## config.mk

```make
export PLATFORM = sky130hd
export DESIGN_NAME = dwell_counter
export DESIGN_NICKNAME = d
export VERILOG_FILES = /design/src/rtl/gate_response_checker_dwell_counter.sv
export SDC_FILE = /design/constraint.sdc
export NUM_CORES = 1
export LEC_CHECK = 0
export BUFFER_PORTS_ARGS = -buffer_cell sky130_fd_sc_hd__buf_2
export CAP_MARGIN = 5
export CORE_AREA = 2 2 39 41
export DETAILED_ROUTE_END_ITERATION = 8
export DIE_AREA = 0 0 41 43
export SETUP_SLACK_MARGIN = 0.2
export SYNTH_ARGS = -nofsm -noshare
export SYNTH_HDL_FRONTEND = slang
export SYNTH_SLANG_ARGS = --single-unit
```

## constraint.sdc

```tcl
create_clock -name clk -period 1.4 [get_ports clk]
set_input_delay 0.28 -clock clk [delete_from_list [all_inputs] [get_ports clk]]
set_output_delay 0.28 -clock clk [all_outputs]
set_load 0.01 [all_outputs]
```

## src/rtl/gate_response_checker_dwell_counter.sv

```systemverilog
// -----------------------------------------------------------------------------
// dwell_counter
// Counts the cycles a vector has been presented to the gate under test.
//   clk, rst_n : clock, asynchronous active-low reset
//   clr        : force the count to zero (has priority over en)
//   en         : advance the count; wraps to zero after the last cycle
//   last       : count is at HOLD_CYCLES-1 (the sample cycle)
// -----------------------------------------------------------------------------
module dwell_counter #(
   parameter int HOLD_CYCLES = 20
) (
   input  logic clk,
   input  logic rst_n,
   input  logic clr,
   input  logic en,
   output logic last
);

   localparam int CW = (HOLD_CYCLES > 1) ? $clog2(HOLD_CYCLES) : 1;
   localparam logic [CW-1:0] LAST_VAL = CW'(HOLD_CYCLES - 1);

   logic [CW-1:0] cnt_r;

   // Sample flag decoded from the registered count.
   assign last = (cnt_r == LAST_VAL);

   // Dwell count: cleared on request, wraps after the sample cycle.
   always_ff @(posedge clk or negedge rst_n) begin
      if (!rst_n) begin
         cnt_r <= {CW{1'b0}};
      end else if (clr) begin
         cnt_r <= {CW{1'b0}};
      end else if (en) begin
         if (last) begin
            cnt_r <= {CW{1'b0}};
         end else begin
            cnt_r <= cnt_r + CW'(1'b1);
         end
      end else begin
         cnt_r <= cnt_r;
      end
   end

endmodule

```

After elaboration in Yosys (flattened, before gate mapping)
Cells that the tools add are included.
{"block": "totals", "reg_bits": 5, "in_bits": 4, "out_inout_bits": 1, "word_cells": 7}
{"block": "op_classes", "add_sub_neg": 1, "eq_ne": 1, "n_mux": 3, "n_reduce_logical": 1}
{"op": "two-way mux 5 bit", "n": 3}
{"op": "adder 5 x 1 -> 5 bit (second input constant)", "n": 1}
{"op": "== test 5 bit (second input constant)", "n": 1}
{"op": "nonzero test 2 bit", "n": 1}

Depth between registers and ports, before layout
Gate-level depths: netlist (run 1).
{"block": "depth", "ltp_word": 4, "depth_mapped": 4, "mapped_depth_nobuf": 4}

Least setup slack after synthesis (run 1)
No wires, ideal clock.
{"block": "synth_path", "path_kind": "flip-flop to output port", "startpoint": "reg cnt_r[0]", "endpoint": "out last", "t_arrival_ps": 1005, "t_required_ps": 1120, "path_slack_ps": 115, "stages_incl_launch_ff": 3, "path_cell_list": "dfrtp_1 > ha_1 > nor4bb_1"}
{"block": "synth_via", "elab_chain_len": 1}
{"item": "start, declared", "line": "22", "text": "logic [CW-1:0] cnt_r;"}
{"item": "start signal, assigned", "line": "30", "text": "cnt_r <= {CW{1'b0}};"}
{"item": "start signal, assigned", "line": "32", "text": "cnt_r <= {CW{1'b0}};"}
{"item": "start signal, assigned", "line": "35", "text": "cnt_r <= {CW{1'b0}};"}
{"item": "== test 5 bit", "line": "25", "text": "assign last = (cnt_r == LAST_VAL);"}
{"item": "end, declared", "line": "16", "text": "output logic last"}
No other way between the ends.

Worst setup path in the final report (run 1)
Ends and elaborated chain as after synthesis.

==> results.cfg, run 1 <==
[final_layout]
reg_top3 = cnt_r (5)
largest-register = cnt_r
layout.nets = 44
multi_input_area_sq_um = 151
diodes = 0
drive_gt1_frac = 0.447
register_area_sq_um = 126
fillers = 145
fin_area_sq_um = 388
syn2layout_area_growth_pct = 47.6
largest_reg_flops = 5

[timing]
max_freq_ghz = 0.730
slew_violations = 0
rsz0062_at_grt = true
fin_crit_ps = 1370
report.final.hold_viol_count = 0
setup_slack_ps = 30.0
period_share = 0.979
setup_viol = 0
relSlewSlack = 0.884
clock_skew_ps = 1.62
tightestPinTransition_ps = 174
whs_ps = 260

[detailed_routing]
first_iter_violations = 2
routed_wl_um = 445
vias = 211
routed_via_density = 3.91
first_pass_iters = 2
antenna_left = 0
route.detailed.drc = 0
post_drt_wl_per_cell_um = 8.24

[cts]
clock_latency_ps = 230
clk_pin_slew_ps = 40
clkSinkCount = 5
htree_levels = 1
cts_root_buf = clkbuf_4
clk_path_buf_depth = 2
cts_tree = yes
cts_buffers = 3

[synth]
syn_inst = 25
ys_warn_count = 0
synth_area_per_cell_sq_um = 10.5
syn-cell-area_sq_um = 263
ys_seq_elements = 5
synth_nets = 30
ys_types = 16
ys_seq_area_frac = 0.476

[outcome]
status = finished, final reports clean

[global_routing]
antenna_found_initial = 0
grt_overflow = 0
grt_pass1_wl_um = 855
grt_max_degree = 8
grt_usage = 0.0748
grt_pass1_vias = 207

[setup_path]
crit_type = reg2out
crit_arrival_ps = 1090
crit_path_end_kind = primary output
rr_worst_depth = 5
r2r_start = cnt_r[0]$_DFFE_PN0P_
crit_fanout = 2
cp-start-kind = register
r2r-end = cnt_r[4]$_DFFE_PN0P_
rrSetupSlack_ps = 120
crit_required_ps = 1120

[die]
die_height_um = 43
core_area_sq_um = 1380
die-area_sq_um = 1760
ios = 5
initial_core_util = 0.190
die_x_um = 41
row_count = 14

[placed_design]
dpl.hpwl_um = 327
io_buffer_count = 4
dp_slack_ps = 102
gp_congestion = 0.699
dpl-instance-area_sq_um = 318

[pwr]
peakVddDrop_uv = 605
power.density_nw_per_um2 = 914
p_leak_nw = 0.171
p_total_mw = 0.355

[worst_hold_path]
min_to = cnt_r[2]$_DFFE_PN0P_
hold_depth = 2
min_from = clr
hold_path.class = in2reg

[job]
maxCapViolCount = 0
[layout by cell type (no fill, tap or decap)]
master	Yosys	routed
clkbuf_1	0	1
ha_2	0	1
inv_1	1	1
nor4bb_4	0	1
buf_4	0	4
o21ai_0	2	2
nand2_2	1	1
a21oi_2	1	1
nand4_1	1	1
nor2b_1	2	2
xnor2_1	2	2
dlygate4sd3_1	0	1
a21oi_1	1	1
a211o_1	1	1
mux2i_1	1	1
nand2_1	1	1
and4b_2	1	1
dfrtp_1	5	4
nor2_1	3	3
dfrtp_2	0	1
buf_2	0	4
clkbuf_4	0	3
[logic make-up after synthesis]
family,synth area share
simple gates,0.233
compound gates,0.124
flops,0.476
xor+xnor,0.0667
buf+inv,0.0143
mux,0.0381
fa+ha+maj,0.0476
[final cells by class]
type                       count  area share
clock buffer                   4      0.0677
inverter                       1     0.00968
multi-input combinational     19       0.390
sequential                     5       0.326
tap                           16      0.0516
timing repair buffer           9       0.155
[critical path, cell delays in order (launching register included)]
cell and delay, ps:
dfrtp_1 350, ha_2 180, nor4bb_4 170, buf_2 160
[Yosys cell counts]
cell type  count  share of area
dfrtp_1        5           0.48
nor2_1         3          0.043
nor2b_1        2          0.048
o21ai_0        2          0.038
xnor2_1        2          0.067
a211o_1        1          0.033
a21oi_1        1          0.019
a21oi_2        1          0.033
and4b_2        1          0.043
ha_1           1          0.048
inv_1          1          0.014
mux2i_1        1          0.038
nand2_1        1          0.014
nand2_2        1          0.024
nand4_1        1          0.024
nor4bb_1       1          0.038
[power by group]
part | internal [mW] | total (mW) | leakage, nW | switching, mW
combinational | 0.0228 | 0.0406 | 0.0890 | 0.0179
sequential | 0.151 | 0.155 | 0.0667 | 0.00410
clock | 0.107 | 0.159 | 0.0150 | 0.0513
[per-stage QoR]
stage               cells  utilization  setup TNS [ps]
floorplan              25            -               0
global placement       45        0.230               0
detailed placement     45        0.230               0
CTS                    53        0.275               0
global route           54        0.280           -54.3
finish                 54        0.280               0
[layer usage]
layer  part of all wire  global-route usage  vias to the layer above
met4              0.018              0.0800                        0
met5                  0                   0                        -
met1               0.52               0.102                       91
li1                   -                   -                      115
met2               0.43              0.0875                        3
met3              0.029              0.0157                        2
[worst max-delay path by stage]
| stage | start | end | slack, ps | depth (start not counted) |
|---|---|---|---|---|
| 6_report | cnt_r[0]$_DFFE_PN0P_ | last | 30 | 3 |
| 5_1_grt | cnt_r[1]$_DFFE_PN0P_ | last | -50 | 3 |
| 4_1_cts | cnt_r[1]$_DFFE_PN0P_ | last | 5 | 3 |
| 3_5_place_dp | cnt_r[0]$_DFFE_PN0P_ | last | 100 | 3 |
| 3_3_place_gp | cnt_r[0]$_DFFE_PN0P_ | last | 120 | 3 |
| 2_1_floorplan | cnt_r[0]$_DFFE_PN0P_ | cnt_r[4]$_DFFE_PN0P_ | 220 | 4 |
[repair_timing]
item	in CTS	in global routing
endpoints found under the hold margin	5	0
hold buffers	1	0
buffers inserted	3	1
resized for setup	2	0
pin swaps	2	2
endpoints found under the setup margin	2	3
No activity file was read; power rests on OpenSTA's default activity.
==> inputs of run 2 (changes only) <==
Settings changed: CTS_BUF_LIST from default to sky130_fd_sc_hd__clkbuf_4 sky130_fd_sc_hd__clkbuf_8, PLACE_DENSITY from default to 0.36.
==> results.cfg, run 2 (synthesized netlist as in run 1, its figures left out) <==
[cts]
clkSinkCount = 5
cts_tree = yes
clock_latency_ps = 240
cts_buffers = 3
clk_path_buf_depth = 2
htree_levels = 1
clk_pin_slew_ps = 40
cts_root_buf = clkbuf_4

[timing]
slew_violations = 0
rsz0062_at_grt = true
relSlewSlack = 0.839
clock_skew_ps = 1.92
max_freq_ghz = 0.716
tightestPinTransition_ps = 239
period_share = 0.997
setup_viol = 0
report.final.hold_viol_count = 0
fin_crit_ps = 1400

[placed_design]
dpl.hpwl_um = 372
dpl-instance-area_sq_um = 318
gp_congestion = 0.671
io_buffer_count = 4

[final_layout]
largest-register = cnt_r
fin_util = 0.296
fin_area_sq_um = 409
layout.nets = 44
syn2layout_area_growth_pct = 55.7
drive_gt1_frac = 0.553
largest_reg_flops = 5
diodes = 0
reg_top3 = cnt_r (5)
layout_common_cells = clkbuf_4, buf_2, nor2_1, dfrtp_1, buf_4

[worst_hold_path]
hold_path.class = in2reg

[detailed_routing]
antenna_left = 0
vias = 226
routed_wl_um = 507
first_iter_violations = 2
post_drt_wl_per_cell_um = 9.39
first_pass_iters = 4
highest_layer = met4
met2WireLength_um = 259
route.detailed.drc = 0
wl_met3_um = 11
met1Wirelength_um = 219
routed_via_density = 4.19

[setup_path]
crit_path_end_kind = primary output
crit_type = reg2out
crit_fanout = 4
crit_arrival_ps = 1120
crit_required_ps = 1120
cp-start-kind = register

[global_routing]
grt_overflow = 0
grt_usage = 0.0848
grt_max_degree = 8
antenna_found_initial = 0
grt_pass1_vias = 257
grt_pass1_wl_um = 966

[pwr]
p_sw_frac = 0.217
peakVddDrop_uv = 437
clkPwrFrac = 0.486
power.density_nw_per_um2 = 944
p_comb_frac = 0.112
p_seq_frac = 0.402
power.switching_mw = 0.0838
p_int_mw = 0.302
p_leak_nw = 0.181

[die]
die-area_sq_um = 1760
ios = 5
die_height_um = 43
die_x_um = 41
row_count = 14
core_area_sq_um = 1380
initial_core_util = 0.190

[job]
maxCapViolCount = 0

[outcome]
status = finished, final reports clean
[run 2: cell counts in the layout (fill, tap and decap cells not counted)]
Identical to the previous run, type by type.
[run 2: what timing repair did]
action,in CTS,in global routing
pin swaps,2,4
hold buffers,1,0
endpoints found under the setup margin,2,3
setup buffers,3,1
resized for setup,2,6
hold endpoints to repair,5,0
[run 2: through the flow]
stage               worst slack (ps)  hold WS [ps]  cells  total power, mW  setup TNS [ps]
global route                   -78.7           269     54            0.410           -86.1
global placement                 120          99.0     45            0.186               0
floorplan                        223         -15.6     25            0.173               0
detailed placement              92.8          99.3     45            0.187               0
finish                          3.76           253     54            0.386               0
CTS                            -8.45           234     53            0.393           -8.45
[run 2: critical path, stage by stage (launching register included)]
cell      delay, ps
dfrtp_2         440
nor4bb_4        270
buf_2           170
[run 2: final cells by class]
class	instances	area (sq um)
clock buffers	4	30.0
well taps	16	20.0
repair buffers	9	63.8
flip-flops and latches	5	128
fillers	154	975
multi-input cells	19	164
inverters	1	3.75
[run 2: worst paths after layout]
check | startpoint | to | slack (ps) | depth (start not counted)
worst max-delay path | cnt_r[3]$_DFFE_PN0P_ | last | 4 | 2
worst min-delay path | clr | cnt_r[2]$_DFFE_PN0P_ | 250 | 2
worst max register to register | cnt_r[0]$_DFFE_PN0P_ | cnt_r[4]$_DFFE_PN0P_ | 60 | 6
worst min register to register | cnt_r[3]$_DFFE_PN0P_ | cnt_r[4]$_DFFE_PN0P_ | 600 | 2
max in group asynchronous | rst_n | cnt_r[2]$_DFFE_PN0P_ | 890 | 2
min in group asynchronous | rst_n | cnt_r[0]$_DFFE_PN0P_ | 370 | 2
[run 2: metal layers]
| layer | vias to the layer above | track usage |
|---|---|---|
| met5 | - | 0 |
| met4 | 0 | 0.100 |
| met3 | 2 | 0.0157 |
| met2 | 5 | 0.125 |
| met1 | 106 | 0.0850 |
| li1 | 113 | - |
[run 2: power by group through the flow]
stage	Combinational, mW	Sequential [mW]	Clock, mW
after floorplan	0.0148	0.158	0
after CTS	0.0404	0.156	0.197
after global routing	0.0492	0.156	0.204
final	0.0433	0.155	0.188
after global placement	0.0271	0.158	0
after detailed placement	0.0272	0.159	0
==> inputs of run 3 (changes only) <==
Settings changed: SETUP_SLACK_MARGIN 0.2 to 0.4.
==> results.cfg, run 3 (synthesized netlist as in run 1, its figures left out) <==
[job]
maxCapViolCount = 0

[setup_path]
cp-start-kind = register
cp_top_family = flip-flops
rrSetupSlack_ps = 70
cpPeakStageDelay_ps = 380
crit_fanout = 2
crit_path_end_kind = primary output
r2r_start = cnt_r[0]$_DFFE_PN0P_
crit_slowest_cell = dfrtp_1
crit_required_ps = 1120
crit_type = reg2out
r2r-end = cnt_r[4]$_DFFE_PN0P_
rr_worst_depth = 6
crit_arrival_ps = 1100
path_cells = ha_4 -> nor4bb_4 -> buf_2
path_buf_inv = 1

[placed_design]
io_buffer_count = 4
dpl.hpwl_um = 429
gp_congestion = 0.628
dp_slack_ps = 196

[timing]
max_freq_ghz = 0.724
setup_slack_ps = 18.4
tightestPinTransition_ps = 191
relSlewSlack = 0.873
fin_crit_ps = 1380
report.final.hold_viol_count = 0
period_share = 0.987
finalSetupTns_ps = 0
setup_viol = 0
clock_skew_ps = 0.404
rsz0062_at_grt = true
slew_violations = 0

[outcome]
status = finished, final reports clean

[final_layout]
layout_common_cells = clkbuf_4, dfrtp_1, buf_2, buf_4, nor2_1
reg_top3 = cnt_r (5)
layout.nets = 46
largest-register = cnt_r
largest_reg_flops = 5
drive_gt1_frac = 0.500
diodes = 0
syn2layout_area_growth_pct = 63.3

[global_routing]
grt_pass1_vias = 250
grt_usage = 0.0938
grt_overflow = 0
grt_max_degree = 7
antenna_found_initial = 0
grt_pass1_wl_mm = 1.01

[cts]
clk_pin_slew_ps = 40
cts_root_buf = clkbuf_4
htree_levels = 1
cts_tree = yes
clkSinkCount = 5
clk_path_buf_depth = 2
cts_buffers = 3
clock_latency_ps = 240

[detailed_routing]
routed_via_density = 4.14
route.detailed.drc = 0
first_iter_violations = 1
vias = 232
routed_wl_um = 585
antenna_left = 0
first_pass_iters = 2
post_drt_wl_per_cell_um = 10.4

[die]
initial_core_util = 0.190
die-area_sq_um = 1760
die_x_um = 41
core_area_sq_um = 1380
row_count = 14
ios = 5
die_height_um = 43

[pwr]
power.density_nw_per_um2 = 898
p_leak_nw = 0.195
peakVddDrop_uv = 384

[worst_hold_path]
min_to = cnt_r[2]$_DFFE_PN0P_
min_from = clr
hold_depth = 2
hold_path.class = in2reg
## run 3: changes by cell type in the layout (fill, tap and decap cells not counted), sizes merged
cell / previous run / this run
buf: 8 / 10
## run 3: routing by layer
| layer | vias up | routed length (um) | track usage |
|---|---|---|---|
| met3 | 0 | 39 | 0.0681 |
| li1 | 118 | - | - |
| met5 | - | 0 | 0 |
| met4 | 0 | 0 | 0.0800 |
| met1 | 108 | 222 | 0.0847 |
| met2 | 6 | 323 | 0.131 |
## run 3: cell type report
cell class	count	area, sq um
fillers	158	955
repair buffers	11	82.6
flip-flops and latches	5	126
multi-input cells	19	166
well taps	16	20.0
inverters	1	3.75
clock buffers	4	30.0
## run 3: stage by stage
stage / power (mW) / util / instances / instance area, sq um / hold WS [ps]
after floorplan: 0.173 / - / 25 / 280 / -15.6
after global placement: 0.187 / 0.231 / 45 / 320 / 97.8
after detailed placement: 0.188 / 0.231 / 45 / 320 / 104
after CTS: 0.388 / 0.283 / 54 / 392 / 244
after global routing: 0.422 / 0.310 / 56 / 429 / 250
final: 0.386 / 0.310 / 56 / 429 / 248
## run 3: worst register-to-register path: cells and delay by family, from the launching register on
| kind | cells | cell delay [ps] |
|---|---|---|
| AOI/OAI and AO/OA | 2 | 200 |
| adders and majority gates | 1 | 170 |
| buffers and inverters | 2 | 230 |
| DFF | 1 | 400 |
| and+or+nand+nor | 1 | 200 |
## run 3: worst max path at each step
stage | endpoint | cells past startpoint | start | slack [ps]
after floorplan | last | 2 | cnt_r[0]$_DFFE_PN0P_ | 330
after global placement | last | 3 | cnt_r[0]$_DFFE_PN0P_ | 220
after detailed placement | last | 3 | cnt_r[0]$_DFFE_PN0P_ | 200
after CTS | last | 3 | cnt_r[0]$_DFFE_PN0P_ | -8
after global routing | last | 3 | cnt_r[1]$_DFFE_PN0P_ | -50
final | last | 3 | cnt_r[1]$_DFFE_PN0P_ | 20
## run 3: power breakdown
part	internal [mW]	leakage, nW	switching (mW)
clock network	0.127	0.0184	0.0536
logic	0.0270	0.110	0.0205
registers	0.151	0.0667	0.00652
## run 3: what timing repair did
item,4_1_cts,5_1_grt
buffers inserted,4,2
hold buffers,1,0
pin swaps,2,4
endpoints found under the hold margin,5,0
setup endpoints to repair,3,5
gates resized for setup,1,4
